File: src/rtl/eth_pkg.sv
// Shared Ethernet constants and the transmit framer state type.
package eth_pkg;

  localparam logic [7:0]  ETH_PREAMBLE_BYTE = 8'h55;
  localparam logic [7:0]  ETH_SFD_BYTE      = 8'hD5;
  localparam logic [31:0] ETH_CRC_POLY      = 32'hEDB88320;
  localparam logic [31:0] ETH_CRC_INIT      = 32'hFFFFFFFF;

  typedef enum logic [2:0] {
    IDLE,
    PREAMBLE,
    SFD,
    DATA,
    PAD,
    FCS,
    IFG
  } tx_state_t;

endpackage

File: src/rtl/eth_crc32.sv
// Byte-wide combinational CRC-32 step (reflected IEEE polynomial), LSB of data first.
module eth_crc32
  import eth_pkg::*;
(
  input  logic [31:0] crc_in,
  input  logic [7:0]  data_in,
  output logic [31:0] crc_out
);

  always_comb begin
    crc_out = crc_in;
    for (int i = 0; i < 8; i++) begin
      if (crc_out[0] ^ data_in[i]) begin
        crc_out = (crc_out >> 1) ^ ETH_CRC_POLY;
      end else begin
        crc_out = crc_out >> 1;
      end
    end
  end

endmodule

File: src/rtl/gmii_tx_framer.sv
// GMII transmit framer: preamble, SFD, payload, optional pad, FCS, inter-frame gap.
// Define ETH_TX_PAD_EN to zero-pad short frames up to MIN_FRAME bytes before the FCS.
module gmii_tx_framer
  import eth_pkg::*;
#(
  parameter int unsigned PREAMBLE_LEN = 7,
  parameter int unsigned IFG_BYTES    = 12,
  parameter int unsigned MIN_FRAME    = 60
) (
  input  logic       clk_125,
  input  logic       rst_n,
  input  logic [7:0] s_data,
  input  logic       s_valid,
  input  logic       s_last,
  input  logic       s_err,
  output logic       s_ready,
  output logic [7:0] tx_data,
  output logic       tx_en,
  output logic       tx_er,
  output logic       busy
);

  localparam int unsigned CntW = 8;

  tx_state_t       state_q, state_d;
  logic [CntW-1:0] cnt_q, cnt_d;
  logic [10:0]     byte_cnt_q, byte_cnt_d, byte_cnt_inc;
  logic [31:0]     crc_q, crc_d, crc_next, fcs_word;
  logic [7:0]      crc_byte, tx_data_d;
  logic            tx_en_d, tx_er_d, short_frame;

  assign s_ready      = (state_q == DATA);
  assign crc_byte     = (state_q == DATA) ? s_data : 8'h00;
  assign byte_cnt_inc = (byte_cnt_q == 11'h7FF) ? byte_cnt_q : byte_cnt_q + 11'd1;
  // True while the byte going out now still leaves the frame below minimum length.
  assign short_frame  = (32'(byte_cnt_q) + 32'd1) < MIN_FRAME;
  assign fcs_word     = ~crc_q >> {cnt_q[1:0], 3'b000};

  eth_crc32 u_crc (
    .crc_in  (crc_q),
    .data_in (crc_byte),
    .crc_out (crc_next)
  );

`ifndef ETH_TX_PAD_EN
  logic unused_short_frame;
  assign unused_short_frame = short_frame;
`endif

  always_comb begin
    state_d    = state_q;
    cnt_d      = cnt_q;
    byte_cnt_d = byte_cnt_q;
    crc_d      = crc_q;
    tx_data_d  = 8'h00;
    tx_en_d    = 1'b0;
    tx_er_d    = 1'b0;
    case (state_q)
      IDLE: begin
        // First preamble byte leaves on the edge that sees s_valid.
        if (s_valid) begin
          tx_en_d   = 1'b1;
          tx_data_d = ETH_PREAMBLE_BYTE;
          cnt_d     = CntW'(1);
          state_d   = (PREAMBLE_LEN > 1) ? PREAMBLE : SFD;
        end
      end
      PREAMBLE: begin
        tx_en_d   = 1'b1;
        tx_data_d = ETH_PREAMBLE_BYTE;
        if (cnt_q == CntW'(PREAMBLE_LEN - 1)) begin
          cnt_d   = '0;
          state_d = SFD;
        end else begin
          cnt_d = cnt_q + CntW'(1);
        end
      end
      SFD: begin
        tx_en_d    = 1'b1;
        tx_data_d  = ETH_SFD_BYTE;
        crc_d      = ETH_CRC_INIT;
        byte_cnt_d = '0;
        state_d    = DATA;
      end
      DATA: begin
        tx_en_d = 1'b1;
        cnt_d   = '0;
        if (s_valid) begin
          tx_data_d  = s_data;
          tx_er_d    = s_err;
          crc_d      = crc_next;
          byte_cnt_d = byte_cnt_inc;
          if (s_last) begin
`ifdef ETH_TX_PAD_EN
            state_d = short_frame ? PAD : FCS;
`else
            state_d = FCS;
`endif
          end
        end else begin
          // Underrun: poison the frame and skip the FCS.
          tx_er_d = 1'b1;
          state_d = IFG;
        end
      end
`ifdef ETH_TX_PAD_EN
      PAD: begin
        tx_en_d    = 1'b1;
        crc_d      = crc_next;
        byte_cnt_d = byte_cnt_inc;
        if (!short_frame) begin
          state_d = FCS;
        end
      end
`endif
      FCS: begin
        tx_en_d   = 1'b1;
        tx_data_d = fcs_word[7:0];
        if (cnt_q[1:0] == 2'd3) begin
          cnt_d   = '0;
          state_d = IFG;
        end else begin
          cnt_d = cnt_q + CntW'(1);
        end
      end
      IFG: begin
        if (cnt_q == CntW'(IFG_BYTES - 1)) begin
          cnt_d   = '0;
          state_d = IDLE;
        end else begin
          cnt_d = cnt_q + CntW'(1);
        end
      end
      default: begin
        state_d = IDLE;
      end
    endcase
  end

  always_ff @(posedge clk_125 or negedge rst_n) begin
    if (!rst_n) begin
      state_q    <= IDLE;
      cnt_q      <= '0;
      byte_cnt_q <= '0;
      crc_q      <= ETH_CRC_INIT;
      tx_data    <= 8'h00;
      tx_en      <= 1'b0;
      tx_er      <= 1'b0;
      busy       <= 1'b0;
    end else begin
      state_q    <= state_d;
      cnt_q      <= cnt_d;
      byte_cnt_q <= byte_cnt_d;
      crc_q      <= crc_d;
      tx_data    <= tx_data_d;
      tx_en      <= tx_en_d;
      tx_er      <= tx_er_d;
      busy       <= (state_d != IDLE);
    end
  end

endmodule

File: config.mk
export PLATFORM = sky130hd
export DESIGN_NAME = gmii_tx_framer
export DESIGN_NICKNAME = d
export VERILOG_FILES = /design/src/rtl/eth_pkg.sv /design/src/rtl/eth_crc32.sv /design/src/rtl/gmii_tx_framer.sv
export SDC_FILE = /design/constraint.sdc
export NUM_CORES = 1
export LEC_CHECK = 0
export CORE_MARGIN = 8
export CORE_UTILIZATION = 59
export CTS_CLUSTER_SIZE = 24
export DETAILED_ROUTE_END_ITERATION = 8
export PLACE_DENSITY = 0.8
export SLEW_MARGIN = 20
export SYNTH_ARGS = -nofsm -noshare
export SYNTH_HDL_FRONTEND = slang
export SYNTH_SLANG_ARGS = --single-unit
File: constraint.sdc
create_clock -name clk_125 -period 2.9 [get_ports clk_125]
set_input_delay 0.87 -clock clk_125 [delete_from_list [all_inputs] [get_ports clk_125]]
set_output_delay 0.87 -clock clk_125 [all_outputs]
set_load 0.005 [all_outputs]
==> results of run 1 <==
-- critical path, stage by stage (launching register included) --
cell	delay, ns
dfrtp_1	0.58
nor3b_1	0.29
clkdlybuf4s50_1	0.55
-- metrics by stage --
step / hold slack [ns] / power [mW] / util [%]
after floorplan: 0.478 / 4.08 / -
after global placement: 0.502 / 4.96 / 69.5
after detailed placement: 0.509 / 5.04 / 69.5
after CTS: 0.523 / 5.48 / 71.0
after global routing: 0.539 / 5.89 / 71.0
final: 0.520 / 5.45 / 71.0
-- layout make-up --
type / instances / area share [%]
Tap cell: 72 / 2.29
Sequential cell: 54 / 35.4
Inverter: 5 / 0.477
Clock buffer: 8 / 2.04
Timing Repair Buffer: 48 / 10.9
Multi-Input combinational cell: 237 / 48.9
-- routing by layer --
metal	part of all wire [%]	up-vias	track usage (%)	wire, um
li1	-	1163	-	-
met5	0	-	0	0
met2	49	52	30.2	3580
met4	1.2	0	5.77	89
met1	46	1192	24.8	3390
met3	4.1	9	3.67	304
-- report_power, final --
| part | internal (mW) | total [mW] | switching [mW] |
|---|---|---|---|
| clock network | 0.172 | 0.407 | 0.234 |
| logic | 1.85 | 3.60 | 1.75 |
| registers | 1.17 | 1.44 | 0.275 |
-- flip-flops by register name (all words and copies together) (netlist names) --
register  count
tx_data       8
state_q       3
cnt_q         8
tx_er         1
busy          1
tx_en         1
crc_q        32
-- cell usage after synthesis, types with 3 or more instances --
cell	n
a21oi_1	40
nor2_1	36
dfstp_2	32
xnor2_1	32
xor2_1	24
dfrtp_1	22
o21ai_0	12
clkbuf_1	11
nand2_1	10
mux4_2	8
nand4b_1	6
a21o_1	5
inv_1	5
nand2b_1	5
o22a_1	5
xor2_2	5
xor2_4	4
and3_1	3
buf_2	3
ha_1	3
nand3_1	3
o31ai_1	3
xnor2_2	3
-- kinds of logic (layout without fill, tap and decap cells) --
kind of cell    Yosys count  count (layout)  share of synthesized area [%]
fa+ha+maj                 3               3                           1.10
mux                       8               8                           5.28
simple gates             75              75                           12.2
compound gates           80              80                           14.2
buf+inv                  22              61                           2.97
flops                    54              54                           40.8
xor+xnor                 71              71                           23.5
-- path summary, 6_finish.rpt --
check / endpoint / slack, ns
max in group asynchronous: tx_data[3]$_DFF_PN0_ / 1.77
min in group asynchronous: tx_data[6]$_DFF_PN0_ / 0.67
min reg2reg: crc_q[14]$_DFFE_PN1P_ / 0.52
max reg2reg: crc_q[5]$_DFFE_PN1P_ / 0.60
max: s_ready / 0.31
min: crc_q[14]$_DFFE_PN1P_ / 0.52
==> impl_metrics.ini, run 1 <==
[floorplan]
initial_core_util_pct = 61.6
io_pins = 25
die_area_um2 = 8480
die_h_um = 92.1
num_rows = 27
coreArea_um2 = 5540
fp.dieW_um = 92.1

[sta]
period_share_pct = 89.4
min_period_ns = 2.59
timing.final.max_slew_violations = 0
fin_tns_setup_ns = 0
finalHoldViolations = 0
setup_ws_ns = 0.306
slew_headroom_pct = 55.5
setup_viol = 0
worst_slew_pin_slew_ns = 0.667
fmax_mhz = 386
rsz0062_at_grt = no
clock_skew_ns = 0.0131

[worst_setup_path]
crit_type = flip-flop to output port
start_kind = flip-flop
cp_max_fo = 9
reg2reg_from = state_q[1]$_DFF_PN0_
crit_required_ns = 2.03
critPathArrivalTime_ns = 1.72
reg2reg_depth = 7
worstSetupStartpoint = state_q[1]$_DFF_PN0_
endpoint_kind = output port

[grt]
antenna_found_initial = 0
grt_pass1_vias = 2567
grt_usage_pct = 18.7
gr-total-overflow = 0
grt_pass1_wl_um = 12900
grt_max_degree = 55

[layout]
finalNonFillerCells = 424
fin_area_um2 = 3930
final_common_cell = a21oi_1
num_antenna_cells = 0
area_growth_pct = 15.2
fill_cells = 422
drive_gt1_share_pct = 25.3
multi_input_area_um2 = 1920
nets = 367
seqCellArea_um2 = 1390
mostFrequentLayoutCells = a21oi_1, nor2_1, xnor2_1, dfstp_2, xor2_1

[clock_network]
cts.repair.resized = 0
post-cts-setup-buffers = 0
cts_tree = built
cts_buffer_depth = 2
cts_max_level = 2
cts_buffers = 5
hold_buffers = 0
clock-sinks = 54
path_clk_slew_ns = 0.09
clk_latency_ns = 0.31
cts-root-buf = clkbuf_8

[placed_design]
dp_slack_ns = -0.0117
post-dp-hpwl_um = 5410
placed_cell_area_um2 = 3850
io_buffers = 24
placedCellCount = 416
gp_congestion = 0.814

[logic_synthesis]
ys_types = 50
synth_seq_cells = 54
yosys_warnings = 0
postSynth.asyncResetShare_pct = 100
syn_avg_cell_area_um2 = 10.9
synth_top_area_share_pct = 24.6
synth-edff-count = 0
yosys.area.top_type = dfstp_2
syn-cell-area_um2 = 3410
netlist_instances = 313
yosys-top-cells-area = dfstp_2, dfrtp_1, xnor2_1
synth-main-ff-cell = dfstp_2
syn-num-nets = 329
seq_area_frac_synth_pct = 40.8

[detailed_routing]
viasPerCell = 5.70
vias = 2416
ant_nets = 0
drtIter0Drc = 147
drt_pass1_iterations = 4
drc = 0
wl_per_cell_um = 17.4
routed_wl_um = 7360

[pwr]
power_leakage_nw = 1.53
vdd_drop_max_v = 0.000878
power_density_nw_per_um2 = 1380

[worst_hold_path]
min_from = crc_q[14]$_DFFE_PN1P_
hold_path_depth = 2
holdCritPathClass = flip-flop to flip-flop

[flow_run]
drv_cap = 0

[status]
outcome = complete, no violations
Note: power is estimated with default switching activity, not from simulation.
==> inputs of run 2 (changes only) <==
==> constraint.sdc (replaced) <==
create_clock -name clk_125 -period 2.9 [get_ports clk_125]
set_input_delay 0.58 -clock clk_125 [delete_from_list [all_inputs] [get_ports clk_125]]
set_output_delay 0.58 -clock clk_125 [all_outputs]
set_load 0.005 [all_outputs]
==> impl_metrics.ini, run 2 (synthesis gave the netlist of run 1 again) <==
[layout]
seqCellArea_um2 = 1390
final_common_cell = a21oi_1
reg.largest.list = crc_q (32), cnt_q (8), tx_data (8)
fin_area_um2 = 3880
area_growth_pct = 13.6
mostFrequentLayoutCells = a21oi_1, nor2_1, xnor2_1, dfstp_2, xor2_1
num_antenna_cells = 0
drive_gt1_share_pct = 24.3
multi_input_area_um2 = 1920
nets = 361
fill_cells = 388
largest_reg_flops = 32
regMostFlops = crc_q

[sta]
fmax_mhz = 371
clock_skew_ns = 0.00821
fin_tns_setup_ns = 0
worst_slew_pin_slew_ns = 0.881
rsz0062_at_grt = no
slew_headroom_pct = 41.3
period_share_pct = 93.0
finalHoldViolations = 0
timing.final.max_slew_violations = 0
min_period_ns = 2.70
setup_viol = 0

[clock_network]
clk_latency_ns = 0.31
cts_buffer_depth = 2
path_clk_slew_ns = 0.10
clock-sinks = 54
cts_max_level = 2
cts_tree = built
cts-root-buf = clkbuf_8
cts.repair.resized = 0
cts_buffers = 5
hold_buffers = 0
post-cts-setup-buffers = 0

[worst_setup_path]
cp_max_fo = 24
cp_common_cell = buf_4
cp_cell_sequence = buf_4, nor3b_1, buf_4, clkdlybuf4s50_1
start_kind = flip-flop
critPathArrivalTime_ns = 2.12
crit_family = buffers and inverters
critPathSlowestCell = dfrtp_1
rrSetupSlack_ns = 0.51
crit_required_ns = 2.32
reg2reg_from = state_q[0]$_DFF_PN0_
slowest_delay_ns = 0.63
crit_type = flip-flop to output port
crit_buf_inv = 3
reg2reg_depth = 8
r2r_end = crc_q[26]$_DFFE_PN1P_
endpoint_kind = output port

[pwr]
vdd_drop_max_v = 0.000995
power_leakage_nw = 1.50
power_density_nw_per_um2 = 1390

[detailed_routing]
ant_nets = 0
viasPerCell = 5.93
drtIter0Drc = 149
routed_wl_um = 7580
drt_pass1_iterations = 4
vias = 2479
wl_per_cell_um = 18.1
drc = 0

[floorplan]
die_h_um = 92.1
die_area_um2 = 8480
num_rows = 27
initial_core_util_pct = 61.6
fp.dieW_um = 92.1
io_pins = 25
coreArea_um2 = 5540

[grt]
grt_pass1_vias = 2507
use_met3_pct = 3.42
antenna_found_initial = 0
grt_pass1_wl_um = 12700
grt_max_degree = 42
grt_usage_pct = 18.6
grt_most_used_layer = met2
gr-total-overflow = 0
grt_use_met2_pct = 30.0
gr-usage-met1_pct = 24.0

[placed_design]
post-dp-hpwl_um = 5580
placed_cell_area_um2 = 3790
gp_congestion = 0.901
io_buffers = 24

[worst_hold_path]
holdCritPathClass = primary input to async pin

[flow_run]
drv_cap = 0

[status]
outcome = complete, no violations
## run 2: cell count changes in the layout (fill, tap and decap cells not counted)
cell,before,now
clkbuf_1,3,1
clkinv_1,0,1
buf_12,1,0
buf_4,23,18
clkinv_2,0,1
## run 2: final cells by class
cell class,instances,share of cell area (%)
Timing Repair Buffer,42,9.55
Tap cell,72,2.32
Clock inverter,2,0.226
Sequential cell,54,35.9
Multi-Input combinational cell,237,49.6
Clock buffer,6,1.87
Inverter,5,0.484
## run 2: metal layers
layer	wire length [um]	part of all wire, %
met1	3250	43
met2	3700	49
met3	467	6.2
met4	163	2.1
met5	0	0
## run 2: through the flow
stage	total power, mW	instances	setup WS, ns	hold slack, ns	utilization [%]
CTS	5.39	418	0.199	0.413	70.0
global placement	4.85	410	0.306	0.502	68.5
finish	5.38	418	0.203	0.381	70.0
floorplan	4.08	313	0.798	0.284	-
global route	5.73	418	0.0930	0.442	70.0
detailed placement	4.94	410	0.239	0.509	68.5
## run 2: how the worst max path moves through the flow
| stage | endpoint | cells past startpoint | slack, ns | startpoint |
|---|---|---|---|---|
| 3_5_place_dp | crc_q[22]$_DFFE_PN1P_ | 8 | 0.24 | s_data[0] |
| 2_1_floorplan | cnt_q[0]$_DFFE_PN0P_ | 6 | 0.80 | cnt_q[4]$_DFFE_PN0P_ |
| 4_1_cts | s_ready | 4 | 0.20 | state_q[2]$_DFF_PN0_ |
| 3_3_place_gp | crc_q[22]$_DFFE_PN1P_ | 7 | 0.31 | s_data[0] |
| 5_1_grt | s_ready | 4 | 0.09 | state_q[2]$_DFF_PN0_ |
| 6_report | s_ready | 4 | 0.20 | state_q[2]$_DFF_PN0_ |
## run 2: power breakdown
part           leakage, nW  internal [mW]  switching, mW
sequential           0.614           1.17          0.344
clock               0.0426          0.167          0.240
combinational        0.846           1.72           1.74
==> inputs of run 3 (changes only) <==
--- a/config.mk
+++ b/config.mk
@@ -9,7 +9,8 @@
 export CORE_UTILIZATION = 59
 export CTS_CLUSTER_SIZE = 24
 export DETAILED_ROUTE_END_ITERATION = 8
-export PLACE_DENSITY = 0.8
+export PLACE_DENSITY = 0.88
+export SETUP_SLACK_MARGIN = 0.2
 export SLEW_MARGIN = 20
 export SYNTH_ARGS = -nofsm -noshare
 export SYNTH_HDL_FRONTEND = slang
==> impl_metrics.ini, run 3 (synthesis gave the netlist of run 1 again) <==
[layout]
final_common_cell = a21oi_1
fin_util_pct = 69.7
largest_reg_flops = 32
regMostFlops = crc_q
drive_gt1_share_pct = 24.6
num_antenna_cells = 0
mostFrequentLayoutCells = a21oi_1, nor2_1, xnor2_1, dfstp_2, xor2_1
area_growth_pct = 13.2
reg.largest.list = crc_q (32), cnt_q (8), tx_data (8)
nets = 357

[clock_network]
post-cts-setup-buffers = 0
hold_buffers = 0
clock-sinks = 54
cts_max_level = 2
cts_buffer_depth = 2
path_clk_slew_ns = 0.10
cts_buffers = 5
cts_tree = built
clk_latency_ns = 0.31
cts-root-buf = clkbuf_8

[sta]
clock_skew_ns = 0.0140
holdWs_ns = 0.361
slew_headroom_pct = 41.8
worst_slew_pin_slew_ns = 0.873
setup_viol = 0
finalHoldViolations = 0
timing.final.max_slew_violations = 0
rsz0062_at_grt = no
min_period_ns = 2.57
fin_tns_setup_ns = 0
period_share_pct = 88.5
fmax_mhz = 390

[detailed_routing]
routed_wl_um = 7710
drc = 0
wl_per_cell_um = 18.6
viasPerCell = 5.93
vias = 2454
ant_nets = 0
drt_pass1_iterations = 4
drtIter0Drc = 168

[worst_setup_path]
worstSetupStartpoint = state_q[2]$_DFF_PN0_
endpoint = crc_q[22]$_DFFE_PN1P_
cp_max_fo = 23
crit_family = XOR/XNOR gates
r2r_end = crc_q[22]$_DFFE_PN1P_
crit_type = flip-flop to flip-flop
reg2reg_depth = 6
reg2reg_from = state_q[2]$_DFF_PN0_
rrSetupSlack_ns = 0.33
crit_required_ns = 3.14
cp_common_cell = xnor2_1
endpoint_kind = flip-flop
crit_buf_inv = 0
critPathArrivalTime_ns = 2.81
start_kind = flip-flop
critPathSlowestCell = dfrtp_1
worstSetupPathDepth = 6
cp_cell_sequence = nand4b_4, xor2_4, xnor2_1, xnor2_1, xnor3_1, o22a_1
slowest_delay_ns = 0.76

[flow_run]
drv_cap = 0

[pwr]
power_density_nw_per_um2 = 1390
power_frac_clock_pct = 8.3
comb_power_share_pct = 63.1
p_int_mw = 3.03
vdd_drop_max_v = 0.000782
p_seq_share_pct = 28.6
power_leakage_nw = 1.48
p_sw_mw = 2.32
swShare_pct = 43.4

[grt]
grt_pass1_wl_um = 12600
grt_pass1_vias = 2483
grt_usage_pct = 18.6
antenna_found_initial = 0
grt_max_degree = 39
gr-total-overflow = 0

[floorplan]
fp.dieW_um = 92.1
initial_core_util_pct = 61.6
coreArea_um2 = 5540
io_pins = 25
die_h_um = 92.1
die_area_um2 = 8480
num_rows = 27

[placed_design]
gp_congestion = 0.904
post-dp-hpwl_um = 5590
io_buffers = 24

[worst_hold_path]
holdCritPathClass = primary input to async pin

[status]
outcome = complete, no violations
## run 3: timing repair
action | 4_1_cts | 5_1_grt
resized for setup | 1 | 1
hold endpoints to repair | 0 | 0
gates cloned | 0 | 0
setup endpoints to repair | 1 | 2
## run 3: power groups by stage
stage / Combinational [mW] / Clock (mW) / Sequential (mW)
after floorplan: 2.70 / 0 / 1.38
after global placement: 3.23 / 0 / 1.52
after detailed placement: 3.33 / 0 / 1.54
after CTS: 3.37 / 0.454 / 1.53
after global routing: 3.65 / 0.480 / 1.58
final: 3.38 / 0.446 / 1.53
## run 3: how the worst min path moves through the flow
stage | end | slack [ns]
2_1_floorplan | busy$_DFF_PN0_ | 0.28
3_3_place_gp | crc_q[13]$_DFFE_PN1P_ | 0.50
3_5_place_dp | crc_q[8]$_DFFE_PN1P_ | 0.51
4_1_cts | tx_data[7]$_DFF_PN0_ | 0.38
5_1_grt | tx_data[0]$_DFF_PN0_ | 0.41
6_report | tx_data[0]$_DFF_PN0_ | 0.36
## run 3: cell type report
type / count / area (um^2)
clock inverter: 2 / 12.5
tap: 72 / 90.1
fill: 407 / 1680
sequential: 54 / 1390
inverter: 5 / 18.8
clock buffer: 6 / 82.6
multi-input combinational: 237 / 1920
timing repair buffer: 38 / 340
## run 3: per-layer routing
layer / vias up / routed length, um / track usage, %
met5: - / 0 / 0
met4: 0 / 162 / 5.64
met3: 18 / 444 / 4.24
met2: 88 / 3870 / 30.7
met1: 1204 / 3230 / 23.7
li1: 1144 / - / -
## run 3: per-stage QoR
stage                     power (mW)  setup slack, ns  instances  instance area, um^2
after floorplan                 4.08            0.798        313                 3410
after global placement          4.75            0.191        406                 3760
after detailed placement        4.86            0.100        406                 3760
after CTS                       5.35            0.297        414                 3860
after global routing            5.70            0.224        414                 3860
final                           5.35            0.333        414                 3860
